**config.mk**
```make
export PLATFORM = sky130hd
export DESIGN_NAME = tfc_monitor
export DESIGN_NICKNAME = d
export VERILOG_FILES = /design/src/rtl/tfc_monitor.sv
export SDC_FILE = /design/constraint.sdc
export NUM_CORES = 1
export LEC_CHECK = 0
export ABC_CLOCK_PERIOD_IN_PS = 2500
export CAP_MARGIN = 5
export CORE_MARGIN = 8
export CORE_UTILIZATION = 52
export CTS_CLUSTER_SIZE = 20
export DETAILED_ROUTE_END_ITERATION = 6
export PLACE_DENSITY = 0.79
export SLEW_MARGIN = 20
export SYNTH_ARGS = -nofsm -noshare
export SYNTH_HDL_FRONTEND = slang
export SYNTH_SLANG_ARGS = --single-unit
```
**constraint.sdc**
```tcl
create_clock -name clk -period 2.5 [get_ports clk]
set_clock_uncertainty 0.15 [all_clocks]
set_input_delay 0.375 -clock clk [delete_from_list [all_inputs] [get_ports clk]]
set_output_delay 0.375 -clock clk [all_outputs]
set_load 0.02 [all_outputs]
```
**src/rtl/tfc_monitor.sv**
```systemverilog
`default_nettype none
// ============================================================================
// Module   : tfc_monitor
// Purpose  : Receive-side safety monitor for a two-road traffic-light
//            controller. It samples the NS/EW 2-bit light codes
//            (00 red, 01 yellow, 10 green) every clock and decodes them
//            into a phase. It flags illegal codes, conflicting greens,
//            out-of-order transitions, short green/yellow dwell and stuck
//            phases. The first error since the last clear is held sticky.
// Ports    : clk        in   rising-edge clock
//            rst_n      in   asynchronous active-low reset
//            ns, ew     in   north-south / east-west light codes
//            clr        in   clears sticky fault / err_code
//            phase      out  decoded phase (0 INIT,1 NS_G,2 NS_Y,3 EW_G,
//                            4 EW_Y,5 ALL_R)
//            dwell      out  consecutive samples of current phase (saturating)
//            fault      out  sticky error flag
//            err_code   out  first error since clear (0 none,1 ILL_CODE,
//                            2 CONFLICT,3 BAD_SEQ,4 SHORT_G,5 SHORT_Y,6 STUCK)
//            cycle_cnt  out  completed NS->EW->NS cycles (wrapping)
// Revision : 1.0  initial release
// ============================================================================
module tfc_monitor #(
  parameter int CNT_W      = 8,
  parameter int MIN_GREEN  = 11,
  parameter int MIN_YELLOW = 11,
  parameter int MAX_DWELL  = 255
) (
  input  logic             clk,
  input  logic             rst_n,
  input  logic [1:0]       ns,
  input  logic [1:0]       ew,
  input  logic             clr,
  output logic [2:0]       phase,
  output logic [CNT_W-1:0] dwell,
  output logic             fault,
  output logic [2:0]       err_code,
  output logic [15:0]      cycle_cnt
);

  // Phase encoding
  localparam logic [2:0] PH_INIT  = 3'd0;
  localparam logic [2:0] PH_NS_G  = 3'd1;
  localparam logic [2:0] PH_NS_Y  = 3'd2;
  localparam logic [2:0] PH_EW_G  = 3'd3;
  localparam logic [2:0] PH_EW_Y  = 3'd4;
  localparam logic [2:0] PH_ALL_R = 3'd5;

  // Error encoding (lower value = higher priority)
  localparam logic [2:0] E_NONE     = 3'd0;
  localparam logic [2:0] E_ILL_CODE = 3'd1;
  localparam logic [2:0] E_CONFLICT = 3'd2;
  localparam logic [2:0] E_BAD_SEQ  = 3'd3;
  localparam logic [2:0] E_SHORT_G  = 3'd4;
  localparam logic [2:0] E_SHORT_Y  = 3'd5;
  localparam logic [2:0] E_STUCK    = 3'd6;

  localparam logic [CNT_W-1:0] C_MAX_DWELL  = CNT_W'(MAX_DWELL);
  localparam logic [CNT_W-1:0] C_STUCK_PRE  = CNT_W'(MAX_DWELL - 1);
  localparam logic [CNT_W-1:0] C_MIN_GREEN  = CNT_W'(MIN_GREEN);
  localparam logic [CNT_W-1:0] C_MIN_YELLOW = CNT_W'(MIN_YELLOW);
  localparam logic [CNT_W-1:0] C_ONE        = CNT_W'(1);

  logic [2:0] w_dec;
  logic       w_ill;
  logic       w_conf;
  logic       w_valid;
  logic       w_same;
  logic       w_change;
  logic       w_legal;
  logic       w_bad_seq;
  logic       w_short_g;
  logic       w_short_y;
  logic       w_stuck;
  logic       w_cycle_done;
  logic [2:0] w_err;

  // Sample decode and per-edge error detection
  always_comb begin
    w_ill  = (ns == 2'b11) || (ew == 2'b11);
    // An illegal code masks the conflict check
    w_conf = !w_ill && (ns != 2'b00) && (ew != 2'b00);

    w_dec = PH_INIT;
    case ({ns, ew})
      4'b1000: w_dec = PH_NS_G;
      4'b0100: w_dec = PH_NS_Y;
      4'b0010: w_dec = PH_EW_G;
      4'b0001: w_dec = PH_EW_Y;
      4'b0000: w_dec = PH_ALL_R;
      default: w_dec = PH_INIT;
    endcase

    w_valid  = !w_ill && !w_conf;
    w_same   = w_valid && (w_dec == phase);
    w_change = w_valid && (w_dec != phase);

    // Allowed successor of the current phase; INIT accepts anything
    w_legal = 1'b1;
    case (phase)
      PH_NS_G:  w_legal = (w_dec == PH_NS_Y) || (w_dec == PH_ALL_R);
      PH_NS_Y:  w_legal = (w_dec == PH_EW_G) || (w_dec == PH_ALL_R);
      PH_EW_G:  w_legal = (w_dec == PH_EW_Y) || (w_dec == PH_ALL_R);
      PH_EW_Y:  w_legal = (w_dec == PH_NS_G) || (w_dec == PH_ALL_R);
      PH_ALL_R: w_legal = (w_dec == PH_NS_G) || (w_dec == PH_EW_G);
      default:  w_legal = 1'b1;
    endcase

    w_bad_seq = w_change && !w_legal;
    w_short_g = w_change && ((phase == PH_NS_G) || (phase == PH_EW_G))
                && (dwell < C_MIN_GREEN);
    w_short_y = w_change && ((phase == PH_NS_Y) || (phase == PH_EW_Y))
                && (dwell < C_MIN_YELLOW);
    // Fires only on the edge where dwell steps onto the saturation value,
    // so it is raised once per phase occupancy.
    w_stuck   = w_same && (phase != PH_INIT) && (dwell == C_STUCK_PRE);

    w_cycle_done = w_change && (phase == PH_EW_Y) && (w_dec == PH_NS_G);

    if (w_ill)          w_err = E_ILL_CODE;
    else if (w_conf)    w_err = E_CONFLICT;
    else if (w_bad_seq) w_err = E_BAD_SEQ;
    else if (w_short_g) w_err = E_SHORT_G;
    else if (w_short_y) w_err = E_SHORT_Y;
    else if (w_stuck)   w_err = E_STUCK;
    else                w_err = E_NONE;
  end

  // Phase tracking and dwell counter
  always_ff @(posedge clk or negedge rst_n) begin
    if (!rst_n) begin
      phase <= PH_INIT;
      dwell <= '0;
    end else if (!w_valid) begin
      phase <= PH_INIT;
      dwell <= '0;
    end else if (w_same) begin
      if (dwell != C_MAX_DWELL) dwell <= dwell + C_ONE;
    end else begin
      // Also taken on BAD_SEQ / SHORT: resync to the observed phase
      phase <= w_dec;
      dwell <= C_ONE;
    end
  end

  // Sticky first-error capture; a new error on a clear edge wins
  always_ff @(posedge clk or negedge rst_n) begin
    if (!rst_n) begin
      fault    <= 1'b0;
      err_code <= E_NONE;
    end else if (clr) begin
      fault    <= (w_err != E_NONE);
      err_code <= w_err;
    end else if (!fault && (w_err != E_NONE)) begin
      fault    <= 1'b1;
      err_code <= w_err;
    end
  end

  // Completed-cycle counter, wraps naturally
  always_ff @(posedge clk or negedge rst_n) begin
    if (!rst_n) begin
      cycle_cnt <= '0;
    end else if (w_cycle_done) begin
      cycle_cnt <= cycle_cnt + 16'd1;
    end
  end

endmodule
`default_nettype wire

```
==> impl_metrics.toml, run 1 <==
[yosys]
synth.avg_cell_area_um2 = 9.47
synth.top_cells.by_area = "dfrtp_1 (40%), xnor2_1 (4.5%), xor2_1 (4.1%), nand3_1 (3.1%), and3_1 (2.9%)"
async_flop_share = 1.00
ys_types = 52
yosys.area.top_type_share = 0.402
synth_area_um2 = 1930
syn_inst = 204
syn_nets = 214
yosys_warnings = 0
yosysSeqAreaShare = 0.402
ys.flop_type = "dfrtp_1"
synth_seq_cells = 31
synth-edff-count = 0
yosysTopAreaCell = "dfrtp_1"

[critical_path]
reg2reg_depth = 6
slowest_stage = "or4b_1"
r2r_start = "phase[2]"
cp.arrival_ns = 2.42
reg2reg_slack_ns = 0.16
setup.worst_path.end = "err_code[0]"
crit_start = "ns[1]"
worstSetupStartpointType = "primary input"
r2r_end = "err_code[0]"
crit_required_ns = 2.51
cp-end-kind = "flop"
crit_chain = "clkdlybuf4s50_1, or4b_1, a31oi_2, o32ai_4, o211a_1, a21oi_2, mux2_1"
path_max_fanout = 4
critPathMaxStageDelay_ns = 0.55
crit_type = "primary input to flop"

[clocking]
cts_max_path_buffers = 2
clkSlewWorstSetupHoldPaths_ns = 0.06
clk_latency_ns = 0.28
holdBufCountCts = 0
clockRootBuffer = "clkbuf_8"
h-tree-depth = 2
cts_tree = "yes"
cts_buffers = 5
clock_sink_count = 31

[timing]
min_period_over_period = 0.964
fin_crit_ns = 2.41
worst_slack_ns = 0.0889
fmax_mhz = 415
rsz0062_at_grt = "false"
finalHoldViolations = 0
tightest_slew_ns = 0.418
finalSetupViolCount = 0
maxSlewViolCount = 0
final.setup.tns_ns = 0
slew_headroom = 0.721
whs_ns = 0.320

[final_layout]
areaGrowthSynthToFinish_pct = 33.6
final_common_cell = "clkdlybuf4s50_1"
final_cell_mix = "clkdlybuf4s50_1 (34), dfrtp_1 (31), buf_4 (20)"
drive_gt1_frac = 0.168
diodes = 0
fin_area_um2 = 2580
fin_nets = 265

[route]
first_iter_violations = 73
drc = 0
wl_per_cell_um = 14.3
via_count = 1684
drt_first_pass_iters = 4
antenna_left = 0
viasPerCell = 5.54
wl_um = 4340

[die]
rows = 22
initial_core_util = 0.536
dieArea_um2 = 5920
pin_count = 38
die_y_um = 77.0
die_x_um = 77.0
core_area_um2 = 3610

[run]
cap_violations = 0

[place]
placement.io_buffers = 37
place_area_um2 = 2440
dp_hpwl_um = 3270
gp_congestion = 0.812
preCtsSetupSlack_ns = -0.357

[global_routing]
grt_max_degree = 32
grt_pass1_wl_um = 7360
antenna_found_initial = 0
grt_pass1_vias = 1681
grt_use_total = 0.144
gr-total-overflow = 0

[worst_hold_path]
worstHoldPathCells = 1
worstHoldStart = "cycle_cnt[15]"
hold_path.class = "flop to flop"

[power]
ir_drop_mv = 0.322
leakage_nw = 1.14
p_per_area_nw_per_um2 = 497
fin_total_pwr_w = 0.00128

[run_status]
outcome = "complete, no violations"
[flip-flops by register name, indices dropped and copies added (netlist names)]
| name | count |
|---|---|
| cycle_cnt | 16 |
| dwell | 8 |
| err_code | 3 |
| fault | 1 |
| phase | 3 |
[stage by stage]
step,utilization,cells
after floorplan,-,204
after global placement,0.678,296
after detailed placement,0.678,296
after CTS,0.711,304
after global routing,0.716,304
final,0.716,304
[where the power goes]
| group | internal [W] | switching, W | leakage (nW) |
|---|---|---|---|
| logic | 0.000110 | 0.000117 | 0.664 |
| registers | 0.000522 | 0.0000230 | 0.420 |
| clock network | 0.000322 | 0.000188 | 0.0612 |
| total | 0.000955 | 0.000327 | 1.14 |
[cells by family (layout without fill, tap and decap cells)]
logic type	Yosys count	after routing	synth area share
flops	31	31	0.402
xor+xnor	19	19	0.0861
simple gates	91	91	0.280
compound gates	38	38	0.150
mux	2	2	0.0110
fa+ha+maj	4	4	0.0246
buf+inv	19	71	0.0466
[cells in the mapped netlist, types with 2 or more instances]
| library cell | n |
|---|---|
| a211oi_1 | 4 |
| and3_1 | 9 |
| o32ai_1 | 3 |
| inv_1 | 6 |
| nor3b_1 | 3 |
| nand2_1 | 14 |
| a21oi_1 | 6 |
| a31oi_1 | 3 |
| o21a_1 | 3 |
| buf_2 | 2 |
| dfrtp_1 | 31 |
| nor3_1 | 10 |
| nand2b_1 | 3 |
| xor2_1 | 9 |
| o22ai_1 | 3 |
| clkbuf_1 | 8 |
| xnor2_1 | 10 |
| nand4_1 | 2 |
| or3b_2 | 4 |
| nand3_1 | 12 |
| o21ai_0 | 6 |
| ha_1 | 3 |
| nor4bb_1 | 2 |
| nor2_1 | 15 |
| nor2b_1 | 5 |
| buf_6 | 2 |
[repair_timing]
item	in CTS	in global routing
hold endpoints to repair	0	0
gates resized for setup	3	3
setup buffers	0	0
pin swaps	0	0
setup endpoints to repair	2	10
[area by class of cell]
class | instances | area, um2
fill | 284 | 1020
clock inverter | 2 | 35.0
inverter | 6 | 22.5
clock buffer | 6 | 82.6
timing repair buffer | 57 | 520
tap | 48 | 60.1
sequential | 31 | 776
multi-input combinational | 154 | 1080
[layer usage]
| layer | vias to the layer above | track usage | routed length [um] |
|---|---|---|---|
| li1 | 841 | - | - |
| met5 | - | 0 | 0 |
| met1 | 790 | 0.173 | 2000 |
| met3 | 9 | 0.0478 | 272 |
| met2 | 44 | 0.234 | 2010 |
| met4 | 0 | 0.0481 | 66 |
[worst min-delay path by stage]
stage                    end  slack (ns)
3_3_place_gp   cycle_cnt[15]        0.31
5_1_grt        cycle_cnt[15]        0.35
6_report       cycle_cnt[15]        0.32
3_5_place_dp   cycle_cnt[15]        0.32
4_1_cts        cycle_cnt[15]        0.32
2_1_floorplan   cycle_cnt[0]       -0.07
[critical path, delay by kind of cell]
family | cells | cell delay [ns]
multiplexers | 1 | 0.33
buffers and inverters | 1 | 0.45
AO/OA/AOI/OAI | 4 | 0.72
AND/OR/NAND/NOR | 1 | 0.55
Power figures use the tool's default switching activity.
==> run 2: changes to the inputs <==
--- a/config.mk
+++ b/config.mk
@@ -6,7 +6,6 @@
 export NUM_CORES = 1
 export LEC_CHECK = 0
 export ABC_CLOCK_PERIOD_IN_PS = 2500
-export CAP_MARGIN = 5
 export CORE_MARGIN = 8
 export CORE_UTILIZATION = 52
 export CTS_CLUSTER_SIZE = 20
==> results of run 2 <==
The final DEF is identical to that of run 1; final timing and power are the same.
